## src/rtl/lsu_pkg.sv

```systemverilog
// Shared definitions for the load/store unit of the RV32I hart memory stage.
// Contents:
//   - funct3 encodings for load/store access size and signedness
//   - lsu_state_e: FSM state encoding (IDLE, REQ, WAIT)
package lsu_pkg;

  localparam logic [2:0] F3Byte  = 3'd0;  // LB / SB
  localparam logic [2:0] F3Half  = 3'd1;  // LH / SH
  localparam logic [2:0] F3Word  = 3'd2;  // LW / SW
  localparam logic [2:0] F3ByteU = 3'd4;  // LBU
  localparam logic [2:0] F3HalfU = 3'd5;  // LHU

  typedef enum logic [1:0] {
    StIdle = 2'd0,
    StReq  = 2'd1,
    StWait = 2'd2
  } lsu_state_e;

endpackage

```

## src/rtl/lsu_if.sv

```systemverilog
// Bus bundle for load_store_unit: execute-side request, writeback-side result and
// the data-memory port.
// Modports:
//   master - LSU view (consumes execute/dmem inputs, drives result and dmem request)
//   slave  - environment view (execute, writeback and data memory)
interface lsu_if;
  // execute -> LSU
  logic        i_valid;
  logic        o_ready;
  logic        i_ren;
  logic        i_wen;
  logic [2:0]  i_funct3;
  logic [31:0] i_addr;
  logic [31:0] i_wdata;
  logic [4:0]  i_rd;
  // LSU -> writeback
  logic        o_valid;
  logic [4:0]  o_rd;
  logic [31:0] o_rdata;
  logic        o_trap;
  // data memory port
  logic [31:0] o_dmem_addr;
  logic        o_dmem_ren;
  logic        o_dmem_wen;
  logic [31:0] o_dmem_wdata;
  logic [3:0]  o_dmem_mask;
  logic        i_dmem_ready;
  logic        i_dmem_rvalid;
  logic [31:0] i_dmem_rdata;

  modport master (
    input  i_valid, i_ren, i_wen, i_funct3, i_addr, i_wdata, i_rd,
    input  i_dmem_ready, i_dmem_rvalid, i_dmem_rdata,
    output o_ready, o_valid, o_rd, o_rdata, o_trap,
    output o_dmem_addr, o_dmem_ren, o_dmem_wen, o_dmem_wdata, o_dmem_mask
  );

  modport slave (
    output i_valid, i_ren, i_wen, i_funct3, i_addr, i_wdata, i_rd,
    output i_dmem_ready, i_dmem_rvalid, i_dmem_rdata,
    input  o_ready, o_valid, o_rd, o_rdata, o_trap,
    input  o_dmem_addr, o_dmem_ren, o_dmem_wen, o_dmem_wdata, o_dmem_mask
  );
endinterface

```

## src/rtl/lsu_align.sv

```systemverilog
// Combinational alignment helper for the load/store unit.
// Request side (live execute inputs):
//   funct3_i, offset_i, is_load_i, is_store_i, wdata_i -> mask_o, wdata_o, fault_o
// Response side (captured access):
//   ld_funct3_i, ld_offset_i, rdata_i -> ld_data_o (shifted and extended)
module lsu_align
  import lsu_pkg::*;
(
  input  logic [2:0]  funct3_i,
  input  logic [1:0]  offset_i,
  input  logic        is_load_i,
  input  logic        is_store_i,
  input  logic [31:0] wdata_i,
  output logic [3:0]  mask_o,
  output logic [31:0] wdata_o,
  output logic        fault_o,
  input  logic [2:0]  ld_funct3_i,
  input  logic [1:0]  ld_offset_i,
  input  logic [31:0] rdata_i,
  output logic [31:0] ld_data_o
);

  logic        misalign;
  logic        illegal;
  logic [31:0] ld_shifted;

  always_comb begin
    misalign = 1'b0;
    mask_o   = 4'b1111;
    // funct3[1:0] is the access size for every legal encoding
    case (funct3_i[1:0])
      2'd0: mask_o = 4'b0001 << offset_i;
      2'd1: begin
        misalign = offset_i[0];
        mask_o   = offset_i[1] ? 4'b1100 : 4'b0011;
      end
      2'd2: misalign = (offset_i != 2'd0);
      default: ;
    endcase

    illegal = 1'b0;
    if (is_load_i) begin
      illegal = (funct3_i == 3'd3) || (funct3_i >= 3'd6);
    end else if (is_store_i) begin
      illegal = (funct3_i >= 3'd3);
    end

    fault_o = (is_load_i || is_store_i) && (misalign || illegal);
    wdata_o = wdata_i << {offset_i, 3'b000};
  end

  always_comb begin
    ld_shifted = rdata_i >> {ld_offset_i, 3'b000};
    ld_data_o  = ld_shifted;
    case (ld_funct3_i)
      F3Byte:  ld_data_o = {{24{ld_shifted[7]}}, ld_shifted[7:0]};
      F3Half:  ld_data_o = {{16{ld_shifted[15]}}, ld_shifted[15:0]};
      F3Word:  ld_data_o = ld_shifted;
      F3ByteU: ld_data_o = {24'h0, ld_shifted[7:0]};
      F3HalfU: ld_data_o = {16'h0, ld_shifted[15:0]};
      default: ld_data_o = ld_shifted;
    endcase
  end

endmodule

```

## src/rtl/load_store_unit.sv

```systemverilog
// Memory stage of the RV32I hart. Accepts one operation at a time from execute,
// issues an aligned request on the data-memory port (held until ready), waits for
// rvalid on loads and returns extended load data, a trap, or a pass-through value.
// Ports:
//   i_clk - clock
//   i_rst - synchronous active-high reset
//   bus   - lsu_if.master: execute request, writeback result, dmem port
module load_store_unit
  import lsu_pkg::*;
(
  input logic    i_clk,
  input logic    i_rst,
  lsu_if.master  bus
);

  lsu_state_e  state_q, state_d;
  logic        load_q, load_d;
  logic [2:0]  funct3_q, funct3_d;
  logic [1:0]  offset_q, offset_d;
  logic [4:0]  rd_q, rd_d;

  logic        valid_q, valid_d;
  logic        trap_q, trap_d;
  logic [4:0]  out_rd_q, out_rd_d;
  logic [31:0] rdata_q, rdata_d;
  logic [31:0] dmem_addr_q, dmem_addr_d;
  logic        dmem_ren_q, dmem_ren_d;
  logic        dmem_wen_q, dmem_wen_d;
  logic [31:0] dmem_wdata_q, dmem_wdata_d;
  logic [3:0]  dmem_mask_q, dmem_mask_d;

  logic [3:0]  req_mask;
  logic [31:0] req_wdata;
  logic        req_fault;
  logic [31:0] ld_data;

  lsu_align u_align (
    .funct3_i    (bus.i_funct3),
    .offset_i    (bus.i_addr[1:0]),
    .is_load_i   (bus.i_ren),
    .is_store_i  (bus.i_wen),
    .wdata_i     (bus.i_wdata),
    .mask_o      (req_mask),
    .wdata_o     (req_wdata),
    .fault_o     (req_fault),
    .ld_funct3_i (funct3_q),
    .ld_offset_i (offset_q),
    .rdata_i     (bus.i_dmem_rdata),
    .ld_data_o   (ld_data)
  );

  always_comb begin
    state_d      = state_q;
    load_d       = load_q;
    funct3_d     = funct3_q;
    offset_d     = offset_q;
    rd_d         = rd_q;
    valid_d      = 1'b0;
    trap_d       = 1'b0;
    out_rd_d     = out_rd_q;
    rdata_d      = rdata_q;
    dmem_addr_d  = dmem_addr_q;
    dmem_ren_d   = dmem_ren_q;
    dmem_wen_d   = dmem_wen_q;
    dmem_wdata_d = dmem_wdata_q;
    dmem_mask_d  = dmem_mask_q;

    unique case (state_q)
      StIdle: begin
        if (bus.i_valid) begin
          if (!bus.i_ren && !bus.i_wen) begin
            valid_d  = 1'b1;
            out_rd_d = bus.i_rd;
            rdata_d  = bus.i_addr;
          end else if (req_fault) begin
            valid_d  = 1'b1;
            trap_d   = 1'b1;
            out_rd_d = 5'd0;
            rdata_d  = 32'h0;
          end else begin
            state_d      = StReq;
            load_d       = bus.i_ren;
            funct3_d     = bus.i_funct3;
            offset_d     = bus.i_addr[1:0];
            rd_d         = bus.i_rd;
            dmem_addr_d  = {bus.i_addr[31:2], 2'b00};
            dmem_ren_d   = bus.i_ren;
            dmem_wen_d   = bus.i_wen;
            dmem_wdata_d = req_wdata;
            dmem_mask_d  = req_mask;
          end
        end
      end
      StReq: begin
        if (bus.i_dmem_ready) begin
          dmem_ren_d = 1'b0;
          dmem_wen_d = 1'b0;
          if (load_q) begin
            state_d = StWait;
          end else begin
            state_d  = StIdle;
            valid_d  = 1'b1;
            out_rd_d = 5'd0;
            rdata_d  = 32'h0;
          end
        end
      end
      StWait: begin
        if (bus.i_dmem_rvalid) begin
          state_d  = StIdle;
          valid_d  = 1'b1;
          out_rd_d = rd_q;
          rdata_d  = ld_data;
        end
      end
      default: state_d = StIdle;
    endcase
  end

  always_ff @(posedge i_clk) begin
    if (i_rst) begin
      state_q      <= StIdle;
      load_q       <= 1'b0;
      funct3_q     <= 3'd0;
      offset_q     <= 2'd0;
      rd_q         <= 5'd0;
      valid_q      <= 1'b0;
      trap_q       <= 1'b0;
      out_rd_q     <= 5'd0;
      rdata_q      <= 32'h0;
      dmem_addr_q  <= 32'h0;
      dmem_ren_q   <= 1'b0;
      dmem_wen_q   <= 1'b0;
      dmem_wdata_q <= 32'h0;
      dmem_mask_q  <= 4'h0;
    end else begin
      state_q      <= state_d;
      load_q       <= load_d;
      funct3_q     <= funct3_d;
      offset_q     <= offset_d;
      rd_q         <= rd_d;
      valid_q      <= valid_d;
      trap_q       <= trap_d;
      out_rd_q     <= out_rd_d;
      rdata_q      <= rdata_d;
      dmem_addr_q  <= dmem_addr_d;
      dmem_ren_q   <= dmem_ren_d;
      dmem_wen_q   <= dmem_wen_d;
      dmem_wdata_q <= dmem_wdata_d;
      dmem_mask_q  <= dmem_mask_d;
    end
  end

  assign bus.o_ready      = (state_q == StIdle);
  assign bus.o_valid      = valid_q;
  assign bus.o_trap       = trap_q;
  assign bus.o_rd         = out_rd_q;
  assign bus.o_rdata      = rdata_q;
  assign bus.o_dmem_addr  = dmem_addr_q;
  assign bus.o_dmem_ren   = dmem_ren_q;
  assign bus.o_dmem_wen   = dmem_wen_q;
  assign bus.o_dmem_wdata = dmem_wdata_q;
  assign bus.o_dmem_mask  = dmem_mask_q;

endmodule

```

## src/flat_wrapper.sv

```systemverilog
// flat-port wrapper written by rule: the top's interface ports become plain ports
module load_store_unit_flat import lsu_pkg::*;
  (i_clk, i_rst, bus_i_valid, bus_i_ren, bus_i_wen, bus_i_funct3, bus_i_addr, bus_i_wdata, bus_i_rd, bus_i_dmem_ready, bus_i_dmem_rvalid, bus_i_dmem_rdata, bus_o_ready, bus_o_valid, bus_o_rd, bus_o_rdata, bus_o_trap, bus_o_dmem_addr, bus_o_dmem_ren, bus_o_dmem_wen, bus_o_dmem_wdata, bus_o_dmem_mask);
  lsu_if bus_i ();
  input logic i_clk;
  input logic i_rst;
  input wire logic [$bits(bus_i.i_valid)-1:0] bus_i_valid;
  input wire logic [$bits(bus_i.i_ren)-1:0] bus_i_ren;
  input wire logic [$bits(bus_i.i_wen)-1:0] bus_i_wen;
  input wire logic [$bits(bus_i.i_funct3)-1:0] bus_i_funct3;
  input wire logic [$bits(bus_i.i_addr)-1:0] bus_i_addr;
  input wire logic [$bits(bus_i.i_wdata)-1:0] bus_i_wdata;
  input wire logic [$bits(bus_i.i_rd)-1:0] bus_i_rd;
  input wire logic [$bits(bus_i.i_dmem_ready)-1:0] bus_i_dmem_ready;
  input wire logic [$bits(bus_i.i_dmem_rvalid)-1:0] bus_i_dmem_rvalid;
  input wire logic [$bits(bus_i.i_dmem_rdata)-1:0] bus_i_dmem_rdata;
  output wire logic [$bits(bus_i.o_ready)-1:0] bus_o_ready;
  output wire logic [$bits(bus_i.o_valid)-1:0] bus_o_valid;
  output wire logic [$bits(bus_i.o_rd)-1:0] bus_o_rd;
  output wire logic [$bits(bus_i.o_rdata)-1:0] bus_o_rdata;
  output wire logic [$bits(bus_i.o_trap)-1:0] bus_o_trap;
  output wire logic [$bits(bus_i.o_dmem_addr)-1:0] bus_o_dmem_addr;
  output wire logic [$bits(bus_i.o_dmem_ren)-1:0] bus_o_dmem_ren;
  output wire logic [$bits(bus_i.o_dmem_wen)-1:0] bus_o_dmem_wen;
  output wire logic [$bits(bus_i.o_dmem_wdata)-1:0] bus_o_dmem_wdata;
  output wire logic [$bits(bus_i.o_dmem_mask)-1:0] bus_o_dmem_mask;
  assign bus_i.i_valid = bus_i_valid;
  assign bus_i.i_ren = bus_i_ren;
  assign bus_i.i_wen = bus_i_wen;
  assign bus_i.i_funct3 = bus_i_funct3;
  assign bus_i.i_addr = bus_i_addr;
  assign bus_i.i_wdata = bus_i_wdata;
  assign bus_i.i_rd = bus_i_rd;
  assign bus_i.i_dmem_ready = bus_i_dmem_ready;
  assign bus_i.i_dmem_rvalid = bus_i_dmem_rvalid;
  assign bus_i.i_dmem_rdata = bus_i_dmem_rdata;
  assign bus_o_ready = bus_i.o_ready;
  assign bus_o_valid = bus_i.o_valid;
  assign bus_o_rd = bus_i.o_rd;
  assign bus_o_rdata = bus_i.o_rdata;
  assign bus_o_trap = bus_i.o_trap;
  assign bus_o_dmem_addr = bus_i.o_dmem_addr;
  assign bus_o_dmem_ren = bus_i.o_dmem_ren;
  assign bus_o_dmem_wen = bus_i.o_dmem_wen;
  assign bus_o_dmem_wdata = bus_i.o_dmem_wdata;
  assign bus_o_dmem_mask = bus_i.o_dmem_mask;
  load_store_unit u_core (.i_clk(i_clk), .i_rst(i_rst), .bus(bus_i));
endmodule
```

## config.mk

```make
export PLATFORM = sky130hd
export DESIGN_NAME = load_store_unit_flat
export DESIGN_NICKNAME = d
export VERILOG_FILES = /design/src/rtl/lsu_pkg.sv /design/src/rtl/lsu_if.sv /design/src/rtl/lsu_align.sv /design/src/rtl/load_store_unit.sv /design/src/flat_wrapper.sv
export SDC_FILE = /design/constraint.sdc
export NUM_CORES = 1
export LEC_CHECK = 0
export ABC_AREA = 1
export CAP_MARGIN = 20
export CORE_ASPECT_RATIO = 1.25
export CORE_MARGIN = 3
export CORE_UTILIZATION = 52
export CTS_BUF_LIST = sky130_fd_sc_hd__clkbuf_8
export CTS_CLUSTER_DIAMETER = 50
export DETAILED_ROUTE_END_ITERATION = 10
export PLACE_DENSITY = 0.95
export SYNTH_ARGS = -nofsm -noshare
export SYNTH_HDL_FRONTEND = slang
export SYNTH_HIERARCHICAL = 1
export SYNTH_SLANG_ARGS = --single-unit
```

## constraint.sdc

```tcl
create_clock -name i_clk -period 5.7 [get_ports i_clk]
set_clock_uncertainty 0.2 [all_clocks]
set_input_delay 1.14 -clock i_clk [delete_from_list [all_inputs] [get_ports i_clk]]
set_output_delay 1.14 -clock i_clk [all_outputs]
set_load 0.05 [all_outputs]
```

==> results.md <==
- Status: completed
- # IOs: 221
- Reg power frac: 25.2%
- Storage cell area: 0.002402 mm^2
- Nets: 1403
- Syn Inst Count: 1109
- Mean Syn Cell Area: 6.231 um^2
- HPWL Detailed: 16410 um
- Relative slew slack: 27.48%
- Multi-input logic area: 0.003617 mm^2
- Fin. Hold Viols: 0
- Number of synthesized flops with an enable pin: 0
- Crit path max fanout: 82
- Cell Area, Placed: 0.008970 mm^2
- Clock share of power: 15.6%
- Pwr/cell area: 526.5 mW/mm^2
- Sink Count: 120
- Switching Share: 51.24%
- Leading area contributor after synthesis: dfxtp_1
- Cell-internal power: 2.403 mW
- Iteration-0 DRC count of the detailed router: 488
- Count of cell types in the netlist: 29
- Worst-skew pair later-pin latency: 0.44 ns
- GRT Util Overall: 30.32%
- Final WL: 22670 um
- Clock Pin Slew Worst Setup and Hold Paths: 0.08 ns
- Layout area overhead: 35.43%
- Root Buffer: clkbuf_8
- Routed len/inst: 15.48 um
- Slew Limit Fails: 0
- Async set-reset flop share out of synthesis: 0%
- Initial antenna violation count: 0
- Filler instances: 1046
- Setup Fix Bufs, Post-CTS: 0
- Vias in the first global route: 7401
- Via count: 7782
- Post-synth top cells: 304 x nor2_1, 176 x nand2_1, 120 x dfxtp_1, 114 x inv_1, 81 x a21oi_1
- Initial Utilization: 53.84%
- Worst setup SP type: input port
- Post-route minimum period: 3.729 ns
- Main flop type after synthesis: dfxtp_1
- Core Footprint: 0.01283 mm^2
- Synth Register Bits: 120
- Via density: 5.316
- Combinational family with the most area after synthesis: simple AND/OR/NAND/NOR gates
- # setup viols final: 0
- TritonCTS Buffers: 17
- Post-layout util: 72.92%
- Synth Area in Compound Gates: 17.47%
- Worst slack, placed: 1.536 ns
- Tightest Hold Check Type: reg -> reg
- Synth warn: 6
- Post-synth top area share: 34.76%
- Worst-Margin Slew: 1.084 ns
- CP endpoint kind: flop
- N_diodes: 0
- Cts hold-fix bufs: 0
- Post-synthesis sequential area ratio: 34.76%
- Synthesized area: 0.006910 mm^2
- Combinational share of power: 59.1%
- Synth area leaders: dfxtp_1 35%, nor2_1 17%, nand2_1 9.6%
- Critical path's largest stage delay: 0.68 ns
- Post-synthesis mux area share: 0%
- Largest net degree at the start of global routing: 83
- Final worst slack: 1.971 ns
- CP Cell Sequence: clkdlybuf4s50_1 -> buf_4 -> inv_1 -> nand2_2 -> nand3_1 -> nand3_1 -> nand2_1 -> inv_1 -> inv_1 -> nand2_1 -> nor2_2 -> nand2_2 -> buf_4 -> o21ai_0 -> a21oi_1
- Synth Area in Simple Gates: 32.95%
- CP dominant cell by count: inv_1
- # rows: 46
- IR drop worst, VDD: 0.3306 mV
- CTS tree: built
- Antenna Violating Nets Remaining: 0
- Chip width: 109.1 um
- 1st-pass router iterations: 6
- Die area: 0.01472 mm^2
- Die H: 134.9 um
- Final instance area: 0.009359 mm^2
- Worst Path Class, Setup: in -> reg
- Share of cells above drive strength 1: 5.556%
- Fmax: 0.2681 GHz
- P_sw: 2.525 mW
- Port-buffer cells: 218
- # Max-Cap Violations: 0
- Leak: 4.205 nW
- Max H-tree Level: 4
- Global-route wire length before repair: 34960 um
- Crit-path slowest cell: buf_4
- RSZ-0062 raised after global routing: no
- Grt total ovfl: 0
- Most common cell in the netlist: nor2_1
- WP data arrival: 3.90 ns
- Setup TNS: 0 ns
- Drt drc: 0
- CTS Buffer Depth: 2
- Post-cts resize count: 0
- Synth Area in Adders: 1.630%
- Routability cong.: 0.9135
- Xor and xnor area share after synthesis: 0%
- Critical Path RT: 5.87 ns
- Post-route clock period utilization: 65.43%
[cell families after synthesis]
| family | after synthesis |
|---|---|
| simple gates | 567 |
| compound gates | 218 |
| buf+inv | 194 |
| flops | 120 |
| fa+ha+maj | 9 |
| other cells | 1 |
[power by group through the flow]
stage | clock network (mW) | logic [mW] | registers, mW
after detailed placement | 0 | 2.87 | 1.26
after global placement | 0 | 2.82 | 1.25
after global routing | 0.822 | 3.14 | 1.27
after floorplan | 0 | 1.37 | 2.01
final | 0.770 | 2.91 | 1.24
after CTS | 0.779 | 2.89 | 1.24
[metal layers]
| layer | share of wire, % | vias up | global-route usage, % |
|---|---|---|---|
| met5 | 0 | - | 0 |
| met4 | 6.7 | 0 | 21.05 |
| met3 | 8.8 | 85 | 8.417 |
| met2 | 49 | 376 | 53.28 |
| met1 | 35 | 3488 | 30.41 |
| li1 | - | 3833 | - |
[area by class of cell]
cell class / instances / area share [%]
clock buffers: 17 / 2.500
flip-flops and latches: 120 / 25.67
inverters: 119 / 4.813
repair buffers: 229 / 24.47
multi-input cells: 796 / 38.65
well taps: 168 / 2.246
clock inverters: 15 / 1.658
[cell usage in the layout, fill, tap and decap left out, types with 3 or more instances in the layout]
cell type,count
ha_1,9
nor2_1,304
o211ai_1,11
nor2_2,3
o21bai_1,9
inv_6,6
inv_8,3
buf_4,9
nor2_4,4
inv_1,114
a22oi_1,11
clkinvlp_4,4
a21oi_2,10
nand3_2,3
nand3_1,72
o21ai_0,19
clkdlybuf4s50_1,218
a21oi_1,81
dfxtp_1,120
clkbuf_8,17
inv_2,3
o21ai_1,76
nand2_1,175
[metrics by stage]
step	hold WS, ns	std cells	power, mW
finish	0.2584	1464	4.927
global route	0.2839	1464	5.230
CTS	0.2568	1464	4.918
detailed placement	0.2441	1432	4.135
global placement	0.2404	1432	4.072
floorplan	0.2295	1110	3.386
[critical path: cells and delay by family]
family	cells	cell delay [ns]
AND/OR/NAND/NOR	7	0.72
AO/OA/AOI/OAI	2	0.31
buffers and inverters	6	1.71
[path summary, 6_finish.rpt]
kind	cells after the start	endpoint	slack, ns	start
worst max register to register	9	u_core/bus.o_rdata[25]	2.84	u_core/state_q[0]
worst min register to register	2	u_core/rd_q[3]	0.26	u_core/rd_q[3]
worst max-delay path	15	u_core/rd_q[0]	1.97	bus_i_addr[1]
worst min-delay path	2	u_core/rd_q[3]	0.26	u_core/rd_q[3]
[sequential cells by signal, indices dropped and copies added, names as in the netlist, 2 cells and up]
signal / flops
u_core/bus.o_dmem_mask: 4
u_core/offset_q: 2
u_core/bus.o_dmem_addr: 30
u_core/state_q: 2
u_core/rd_q: 5
u_core/funct3_q: 3
u_core/bus.o_rd: 5
u_core/bus.o_dmem_wdata: 32
u_core/bus.o_rdata: 32
Note: power is estimated with default switching activity, not from simulation.
